## config.mk

```make
export PLATFORM = sky130hd
export DESIGN_NAME = branch_resolve_pipe
export DESIGN_NICKNAME = d
export VERILOG_FILES = /design/src/rtl/branch_resolve_pipe.sv
export SDC_FILE = /design/constraint.sdc
export NUM_CORES = 1
export LEC_CHECK = 0
export CORE_MARGIN = 1
export CORE_UTILIZATION = 40
export CTS_CLUSTER_DIAMETER = 80
export CTS_CLUSTER_SIZE = 8
export DETAILED_ROUTE_END_ITERATION = 12
export PLACE_DENSITY = 0.73
export SLEW_MARGIN = 20
export SYNTH_ARGS = -nofsm -noshare
export SYNTH_HDL_FRONTEND = slang
export SYNTH_SLANG_ARGS = --single-unit
```

## constraint.sdc

```tcl
create_clock -name clk -period 4.5 [get_ports clk]
set_clock_uncertainty 0.15 [all_clocks]
set_input_delay 0.9 -clock clk [delete_from_list [all_inputs] [get_ports clk]]
set_output_delay 0.9 -clock clk [all_outputs]
set_load 0.005 [all_outputs]
```

## src/rtl/branch_resolve_pipe.sv

```systemverilog
// branch_resolve_pipe
//   Two-stage valid/ready pipeline that resolves RV32/RV64 conditional
//   branches (BEQ/BNE/BLT/BGE/BLTU/BGEU) and produces taken, target,
//   next PC, mispredict, illegal and misaligned flags. It also keeps
//   saturating counters of retired and retired-taken branches.
//
//   S1 holds the raw request. S2 holds the resolved result, which drives
//   the out_* ports directly.
//
// Ports
//   clk, reset        : rising-edge clock, asynchronous active-low reset
//   in_valid/in_ready : request handshake
//   funct3, rs1_val, rs2_val, pc, imm, pred_taken : request payload
//   flush             : synchronous kill of both stages
//   out_valid/out_ready : result handshake
//   out_taken, out_target, out_next_pc, out_mispredict,
//   out_illegal, out_misaligned : result payload
//   branch_count, taken_count   : saturating retire statistics
module branch_resolve_pipe #(
    parameter int XLEN  = 32,
    parameter int CNT_W = 16
) (
    input  logic             clk,
    input  logic             reset,
    input  logic             in_valid,
    output logic             in_ready,
    input  logic [2:0]       funct3,
    input  logic [XLEN-1:0]  rs1_val,
    input  logic [XLEN-1:0]  rs2_val,
    input  logic [XLEN-1:0]  pc,
    input  logic [XLEN-1:0]  imm,
    input  logic             pred_taken,
    input  logic             flush,
    output logic             out_valid,
    input  logic             out_ready,
    output logic             out_taken,
    output logic [XLEN-1:0]  out_target,
    output logic [XLEN-1:0]  out_next_pc,
    output logic             out_mispredict,
    output logic             out_illegal,
    output logic             out_misaligned,
    output logic [CNT_W-1:0] branch_count,
    output logic [CNT_W-1:0] taken_count
);

    // Stage 1 state
    logic            s1_valid_q, s1_valid_d;
    logic [2:0]      s1_funct3_q, s1_funct3_d;
    logic [XLEN-1:0] s1_rs1_q, s1_rs1_d;
    logic [XLEN-1:0] s1_rs2_q, s1_rs2_d;
    logic [XLEN-1:0] s1_pc_q, s1_pc_d;
    logic [XLEN-1:0] s1_imm_q, s1_imm_d;
    logic            s1_pred_q, s1_pred_d;

    // Stage 2 state
    logic            s2_valid_q, s2_valid_d;
    logic            s2_taken_q, s2_taken_d;
    logic [XLEN-1:0] s2_target_q, s2_target_d;
    logic [XLEN-1:0] s2_next_pc_q, s2_next_pc_d;
    logic            s2_mispred_q, s2_mispred_d;
    logic            s2_illegal_q, s2_illegal_d;
    logic            s2_misal_q, s2_misal_d;

    logic [CNT_W-1:0] branch_count_q, branch_count_d;
    logic [CNT_W-1:0] taken_count_q, taken_count_d;

    logic s1_en, s2_en, accept, retire;

    // Resolution of the S1 entry
    logic            res_taken, res_illegal;
    logic [XLEN-1:0] res_target;

    assign s2_en    = !s2_valid_q || out_ready;
    assign s1_en    = !s1_valid_q || s2_en;
    assign in_ready = s1_en;
    assign accept   = in_valid && s1_en;
    // A result presented during flush is killed, so it never retires.
    assign retire   = s2_valid_q && out_ready && !flush;

    always_comb begin
        res_taken   = 1'b0;
        res_illegal = 1'b0;
        res_target  = s1_pc_q + s1_imm_q;
        case (s1_funct3_q)
            3'b000:  res_taken = (s1_rs1_q == s1_rs2_q);
            3'b001:  res_taken = (s1_rs1_q != s1_rs2_q);
            3'b100:  res_taken = ($signed(s1_rs1_q) <  $signed(s1_rs2_q));
            3'b101:  res_taken = ($signed(s1_rs1_q) >= $signed(s1_rs2_q));
            3'b110:  res_taken = (s1_rs1_q <  s1_rs2_q);
            3'b111:  res_taken = (s1_rs1_q >= s1_rs2_q);
            default: res_illegal = 1'b1;
        endcase
    end

    always_comb begin
        s1_valid_d  = s1_en ? in_valid : s1_valid_q;
        s1_funct3_d = s1_funct3_q;
        s1_rs1_d    = s1_rs1_q;
        s1_rs2_d    = s1_rs2_q;
        s1_pc_d     = s1_pc_q;
        s1_imm_d    = s1_imm_q;
        s1_pred_d   = s1_pred_q;
        if (accept) begin
            s1_funct3_d = funct3;
            s1_rs1_d    = rs1_val;
            s1_rs2_d    = rs2_val;
            s1_pc_d     = pc;
            s1_imm_d    = imm;
            s1_pred_d   = pred_taken;
        end

        s2_valid_d   = s2_en ? s1_valid_q : s2_valid_q;
        s2_taken_d   = s2_taken_q;
        s2_target_d  = s2_target_q;
        s2_next_pc_d = s2_next_pc_q;
        s2_mispred_d = s2_mispred_q;
        s2_illegal_d = s2_illegal_q;
        s2_misal_d   = s2_misal_q;
        // Payload only moves with a real entry, so held outputs stay stable.
        if (s2_en && s1_valid_q) begin
            s2_taken_d   = res_taken;
            s2_target_d  = res_target;
            s2_next_pc_d = res_taken ? res_target : s1_pc_q + XLEN'(4);
            s2_mispred_d = (res_taken != s1_pred_q) || res_illegal;
            s2_illegal_d = res_illegal;
            s2_misal_d   = res_taken && (res_target[1:0] != 2'b00);
        end

        if (flush) begin
            s1_valid_d = 1'b0;
            s2_valid_d = 1'b0;
        end

        branch_count_d = branch_count_q;
        taken_count_d  = taken_count_q;
        if (retire) begin
            if (branch_count_q != {CNT_W{1'b1}})
                branch_count_d = branch_count_q + CNT_W'(1);
            if (s2_taken_q && taken_count_q != {CNT_W{1'b1}})
                taken_count_d = taken_count_q + CNT_W'(1);
        end
    end

    always_ff @(posedge clk or negedge reset) begin
        if (!reset) begin
            s1_valid_q     <= 1'b0;
            s1_funct3_q    <= '0;
            s1_rs1_q       <= '0;
            s1_rs2_q       <= '0;
            s1_pc_q        <= '0;
            s1_imm_q       <= '0;
            s1_pred_q      <= 1'b0;
            s2_valid_q     <= 1'b0;
            s2_taken_q     <= 1'b0;
            s2_target_q    <= '0;
            s2_next_pc_q   <= '0;
            s2_mispred_q   <= 1'b0;
            s2_illegal_q   <= 1'b0;
            s2_misal_q     <= 1'b0;
            branch_count_q <= '0;
            taken_count_q  <= '0;
        end else begin
            s1_valid_q     <= s1_valid_d;
            s1_funct3_q    <= s1_funct3_d;
            s1_rs1_q       <= s1_rs1_d;
            s1_rs2_q       <= s1_rs2_d;
            s1_pc_q        <= s1_pc_d;
            s1_imm_q       <= s1_imm_d;
            s1_pred_q      <= s1_pred_d;
            s2_valid_q     <= s2_valid_d;
            s2_taken_q     <= s2_taken_d;
            s2_target_q    <= s2_target_d;
            s2_next_pc_q   <= s2_next_pc_d;
            s2_mispred_q   <= s2_mispred_d;
            s2_illegal_q   <= s2_illegal_d;
            s2_misal_q     <= s2_misal_d;
            branch_count_q <= branch_count_d;
            taken_count_q  <= taken_count_d;
        end
    end

    assign out_valid      = s2_valid_q;
    assign out_taken      = s2_taken_q;
    assign out_target     = s2_target_q;
    assign out_next_pc    = s2_next_pc_q;
    assign out_mispredict = s2_mispred_q;
    assign out_illegal    = s2_illegal_q;
    assign out_misaligned = s2_misal_q;
    assign branch_count   = branch_count_q;
    assign taken_count    = taken_count_q;

endmodule

```

==> results of run 1 <==
## per-stage QoR
stage          setup slack [ps]  instances  power (mW)  instance area [µm²]
2_1_floorplan              1680       1077        3.78                12000
3_3_place_gp               1050       1680        4.75                14900
3_5_place_dp               1040       1680        4.81                14900
4_1_cts                    1030       1718        7.15                15800
5_1_grt                     858       1718        7.48                15800
6_report                   1050       1719        7.07                15800
## kinds of logic (layout without fill, tap and decap cells)
group	count (synthesis)	count (layout)	share of synthesized area, %
buf+inv	81	332	2.63
simple gates	285	285	11.3
xor+xnor	85	85	6.20
fa+ha+maj	67	67	7.04
mux	142	142	13.3
compound gates	183	183	10.8
other cells	0	1	0
flops	234	234	48.8
## routing by layer
layer	vias up	wire length, µm
li1	4325	-
met1	4405	13500
met2	262	14300
met3	60	2000
met4	4	789
met5	-	27
## layout make-up
| class | instances | area [µm²] |
|---|---|---|
| antenna | 1 | 2.50 |
| clock buffer | 37 | 926 |
| clock inverter | 1 | 8.76 |
| fill | 2586 | 13700 |
| inverter | 46 | 173 |
| multi-input combinational | 762 | 5860 |
| sequential | 234 | 5860 |
| tap | 390 | 488 |
| timing repair buffer | 248 | 2510 |
## path summary, 6_finish.rpt
| kind | endpoint | slack [ps] |
|---|---|---|
| min in group clk | out_target[23] | 320 |
| setup / recovery | in_ready | 1050 |
| hold reg to reg | out_target[23] | 320 |
| hold / removal | s1_imm_q[14] | 280 |
| max in group asynchronous | s1_rs1_q[22] | 2850 |
| setup reg to reg | out_next_pc[23] | 1130 |
## power groups by stage
stage	sequential (mW)	clock [mW]	combinational [mW]
floorplan	2.74	0	1.04
global placement	2.81	0	1.94
detailed placement	2.83	0	1.98
CTS	2.80	2.37	1.99
global route	2.84	2.46	2.18
finish	2.80	2.30	1.97
## placed cells by master, fill, tap and decap left out, types with 37 or more instances in the layout
cell / Yosys / final
clkdlybuf4s50_1: 0 / 237
dfrtp_1: 234 / 234
mux2_2: 139 / 139
nand2_1: 108 / 107
ha_1: 66 / 66
nor2_1: 49 / 49
xnor2_1: 48 / 48
inv_1: 46 / 46
o21ai_0: 38 / 38
a21oi_1: 37 / 37
xor2_1: 37 / 37
clkbuf_16: 0 / 37
## state kept, by name, indices dropped and copies added, names as in the netlist
signal,cells
s1_funct3_q,3
s1_valid_q,1
s1_rs2_q,32
out_target,32
out_mispredict,1
out_next_pc,32
s1_pred_q,1
taken_count,16
out_misaligned,1
s1_pc_q,32
out_valid,1
out_illegal,1
s1_imm_q,32
out_taken,1
s1_rs1_q,32
branch_count,16
==> summary.md, run 1 <==
| Metric | Value |
|---|---|
| Buffer depth of the longest clock path | 3 |
| Number of hold buffers added after CTS | 0 |
| Total track usage | 20.2% |
| Period utilization | 76.7% |
| CTS tree | done |
| Rel. slew slack | 46.0% |
| R2R cell count | 11 |
| Post-CTS sizing | 0 |
| Layout cell share with drive strength beyond 1 | around 16% |
| Routing usage on met2 | 32.7% |
| Setup crit start | out_ready |
| Critical Path AT | about 2400 ps |
| Max Slew Vio Count | 0 |
| Post-synth EDFFs | 0 |
| DRC viols | 0 |
| Pwr Density | 447 nW/µm² |
| Clock transition at the registers of the reported paths | 50 ps |
| Main flop type after synthesis | dfrtp_1 |
| Starting Density | 40.6% |
| WL per Instance | between 15 and 20 µm |
| CP Max Fanout | 5 |
| Via density per instance | 5.27 |
| Final core utilization | 53.5% |
| Most frequent cell after synthesis | dfrtp_1 |
| Area of the mapped netlist | 12,000 µm² |
| Port buffer count | between 200 and 250 |
| Largest area contributor in the synthesized netlist | dfrtp_1 |
| Clock Tree Root | clkbuf_16 |
| Die width | 175 µm |
| Drt total wl | 30,600 µm |
| Post-synthesis sequential area ratio | 48.8% |
| DRT antenna net count | 0 |
| #FFs+latches synth | 234 |
| Nets | 1,531 |
| Worst Path Required | 3450 ps |
| Gate power share | 27.9% |
| Setup TNS | 0 ps |
| Top cells by count, synth | dfrtp_1, mux2_2, nand2_1, ha_1, nor2_1 |
| Clock Power Share | 32.5% |
| Post-synth ARST share | between 90% and 100% |
| Number of global-route vias before repair | just over 9,000 |
| Worst vdd ir | 212 µV |
| Largest cells by area after synthesis | dfrtp_1, mux2_2, ha_1 |
| Skew-Pair Late Insertion Delay | 490 ps |
| Cell count after synthesis | roughly 1,100 |
| Drt pass-1 iters | 5 |
| Area growth from synthesis to layout | 31.7% |
| Core box area | 29,600 µm² |
| Crit end category | output pin |
| Kind of critical path | input pin to output pin |
| Io pins | 239 |
| Die height | roughly 180 µm |
| Die footprint | 30,700 µm² |
| Mapped Nets | 1,281 |
| H-tree depth | 2 |
| Largest net degree at the start of global routing | slightly above 100 |
| Num CTS Buffers | 35 |
| Sequential share of power | 39.6% |
| Final Hold Viols | 0 |
| Final setup violation count | 0 |
| GR Layer Usage met1 | 26.8% |
| Max stage delay on crit path | between 400 and 500 ps |
| Worst Hold Margin | 282 ps |
| First-pass GRT wire length | 49,300 µm |
| Sink Count | approximately 230 |
| Initial antenna violation count | 2 |
| RSZ-0062 raised after global routing | false |
| Pint | roughly 5 mW |
| CP Launch Type | input pin |
| Worst path bufs/invs | 2 |
| GRT overflow | 0 |
| Fin crit period | 3450 ps |
| Routability cong. | around 0.9 |
| Top delay family on crit path | buffers and inverters |
| Switch share | between 20% and 30% |
| CP max stage cell | clkdlybuf4s50_1 |
| FF-to-FF Start | s1_rs1_q[19] |
| Fmax | 0.290 GHz |
| Detailed Place HPWL | 22,900 µm |
| M3 GR Usage | between 4 and 5% |
| Syn avg cell area | 11.2 µm² |
| Critical path cell sequence | clkdlybuf4s50_1 > nor2b_1 > nand2_1 > clkdlybuf4s50_1 |
| Setup Fix Bufs, Post-CTS | 0 |
| P_sw | 2.05 mW |
| Post-synth top area share | 48.8% |
| Critical Path Stages | 4 |
| Max Cap Viol | 0 |
| Yosys Warn Count | 0 |
| Status | finished, final reports clean |
| Distinct cell type count after synthesis | 66 |
| Static leakage | 6.83 nW |
| Worst-Margin Slew | between 800 and 900 ps |
| Most common cell on crit path | clkdlybuf4s50_1 |
| Worst min path class | input pin to asynchronous set/reset pin |
| Busiest grt layer | met2 |
| Vias | 9,056 |
| Number of core rows | 63 |
| DRT iter0 DRCs | 534 |
No activity file was read; power rests on OpenSTA's default activity.
==> inputs of run 2 (changes only) <==
- PLACE_DENSITY: 0.73 -> 0.75
- clock period: 4.5 -> 3.1 ns (I/O delays scaled with it)
==> run 2 against run 1 <==
Routed wire length rose by 5.7%. Setup slack worse by 1100 ps. Core utilization increased by 2.9 points. Critical endpoint is now out_next_pc[8]. Largest cell class unchanged. Largest power group unchanged. Sequential share of layout area down 1.9 points. Sequential power increased by 44%. The run now ends with hold timing, setup timing left. Flip-flop and latch count did not move. Total power up 51%. Worst hold slack lost 310 ps. Clock power up 46%. Combinational power up 68%.
==> summary.md, run 2 (same netlist as run 1, synthesis figures left out) <==
| Metric | Value |
|---|---|
| Status | complete, but fails checks |
| Failing checks | hold timing, setup timing |
| Nets | 1,594 (+4.1%) |
| Final Hold Viols | 8 (+8) |
| FF-to-FF Start | s1_rs1_q[13] |
| Max Cap Viol | 0 (unchanged) |
| Commonest cells after routing, fill and taps aside | clkdlybuf4s50_1, dfrtp_1, mux2_2 |
| CP Launch Type | flip-flop |
| Sink Count | 234 (unchanged) |
| Detailed Place HPWL | 23,600 µm (+3.2%) |
| Fmax | 0.316 GHz |
| RSZ-0062 raised after global routing | true |
| Buffer depth of the longest clock path | 3 (unchanged) |
| Drt total wl | 32,400 µm (+5.7%) |
| Starting Density | 40.6% (unchanged) |
| Commonest non-fill, non-tap cell in the layout | clkdlybuf4s50_1 |
| Max Slew Vio Count | 0 (unchanged) |
| Clock transition at the registers of the reported paths | 50 ps (about the same) |
| PnR worst setup slack | -64.6 ps (-1110 ps) |
| ANT cells | 0 (-1) |
| DRT antenna net count | 0 (unchanged) |
| Static leakage | 7.21 nW (+5.5%) |
| DRT iter0 DRCs | 547 (+2.4%) |
| Worst min path class | input pin to asynchronous set/reset pin |
| Period utilization | 102% |
| Setup TNS | -547 ps (-547 ps) |
| Die width | 175 µm (unchanged) |
| Vias | 9,494 (+4.8%) |
| Port buffer count | 238 (unchanged) |
| Worst Hold Margin | -23.7 ps (-305 ps) |
| Largest net degree at the start of global routing | 86 (-17%) |
| Fin crit period | 3160 ps |
| R2R cell count | 12 (+1) |
| R2R Setup Slk | -60 ps (-1190 ps) |
| First-pass GRT wire length | 49,700 µm (+0.84%) |
| Clock Tree Root | clkbuf_16 |
| Rel. slew slack | 53.0% (+6.9 points) |
| Crit end category | flip-flop |
| Skew-Pair Late Insertion Delay | 510 ps (+20 ps) |
| Routability cong. | 0.854 (-6.2%) |
| Worst Path Required | 3320 ps (-130 ps) |
| Overall power | 10.7 mW (+51%) |
| Pwr Density | 641 nW/µm² (+43%) |
| Area growth from synthesis to layout | 39.0% |
| Via density per instance | 5.32 (+1.1%) |
| Final setup violation count | 19 (+19) |
| Layout cell share with drive strength beyond 1 | 21.8% (+6.3 points) |
| GRT overflow | 0 (unchanged) |
| Number of global-route vias before repair | 9,371 (+1.7%) |
| Number of hold buffers added after CTS | 0 (unchanged) |
| WL per Instance | 18.1 µm (+1.9%) |
| H-tree depth | 2 (unchanged) |
| Core box area | 29,600 µm² (unchanged) |
| DRC viols | 0 (unchanged) |
| FF-to-FF End | out_next_pc[8] |
| CP Max Fanout | 7 (+2) |
| Num CTS Buffers | 35 (unchanged) |
| Drt pass-1 iters | 7 (+2) |
| Die footprint | 30,700 µm² (unchanged) |
| Number of core rows | 63 (unchanged) |
| Worst slack at placement | -32.7 ps (-1070 ps) |
| Critical Path AT | 3380 ps (+980 ps) |
| Kind of critical path | flip-flop to flip-flop |
| Io pins | 239 (unchanged) |
| Sequential Area | 5860 µm² (unchanged) |
| Initial antenna violation count | 2 (unchanged) |
| Multi-input gate area in the final layout | 6090 µm² (+4.0%) |
| Die height | 175 µm (unchanged) |
| Number of fill cells | 2,489 (-3.8%) |
| CTS tree | done |
| Worst vdd ir | 402 µV (+89%) |
| Worst-Margin Slew | 705 ps (-104 ps) |
| Total track usage | 20.5% (+0.32 points) |
==> run 2: cell types whose count changed in the layout (fill, tap and decap cells not counted), sizes merged <==
cell and delta:
buf +59, inv +1, clkinvlp +1, clkbuf +4
diode -1
==> run 2: stage by stage <==
stage | instance area, µm² | std cells | hold WS (ps) | utilization, %
floorplan | 12000 | 1077 | 174 | -
CTS | 16400 | 1775 | 9.09 | 55.3
detailed placement | 15400 | 1735 | 316 | 52.0
global route | 16700 | 1783 | 29.7 | 56.5
finish | 16700 | 1783 | -23.7 | 56.5
global placement | 15400 | 1735 | 314 | 52.0
==> run 2: per-layer routing <==
metal	share of wire, %	vias up	GRT usage, %
li1	-	4476	-
met1	43	4678	26.6
met2	49	292	34.8
met3	6.7	44	4.65
met4	1.9	4	4.93
met5	0.080	-	0
==> run 2: worst max path at each step <==
stage / from / endpoint / slack, ps / cells past startpoint
after floorplan: s1_rs1_q[19] / out_next_pc[12] / 280 / 11
after global placement: s1_rs1_q[10] / out_next_pc[5] / 50 / 11
after detailed placement: s1_rs1_q[13] / out_next_pc[5] / -30 / 11
after CTS: s1_rs1_q[13] / out_next_pc[5] / 0.5 / 12
after global routing: s1_rs1_q[9] / out_next_pc[8] / -190 / 12
final: s1_rs1_q[13] / out_next_pc[8] / -60 / 12
==> run 2: report_power, final <==
part           internal [mW]  switching, mW
Sequential              3.60          0.442
Combinational           1.88           1.43
Clock                   2.05           1.31
Total                   7.52           3.17
==> run 2: cell type report <==
cell class | count | area share, %
Timing Repair Buffer | 311 | 18.8
Inverter | 46 | 1.03
Multi-Input combinational cell | 762 | 36.5
Clock buffer | 37 | 5.42
Clock inverter | 3 | 0.195
Tap cell | 390 | 2.92
Sequential cell | 234 | 35.1
==> run 2: worst max-delay path, stage by stage, from the launching register on <==
cell	delay, ps
dfrtp_1	400
ha_4	290
nand4_1	150
buf_4	180
a2111o_1	350
nand4_1	160
nand2_1	90
a22o_1	230
o32ai_4	370
buf_12	190
clkbuf_16	160
nor3_2	50
a221o_1	250
==> run 2: what timing repair did <==
item | 4_1_cts | 5_1_grt
cloned | 0 | 4
gates resized for setup | 7 | 39
pin swaps | 0 | 21
setup buffers | 0 | 4
endpoints found under the setup margin | 19 | 37
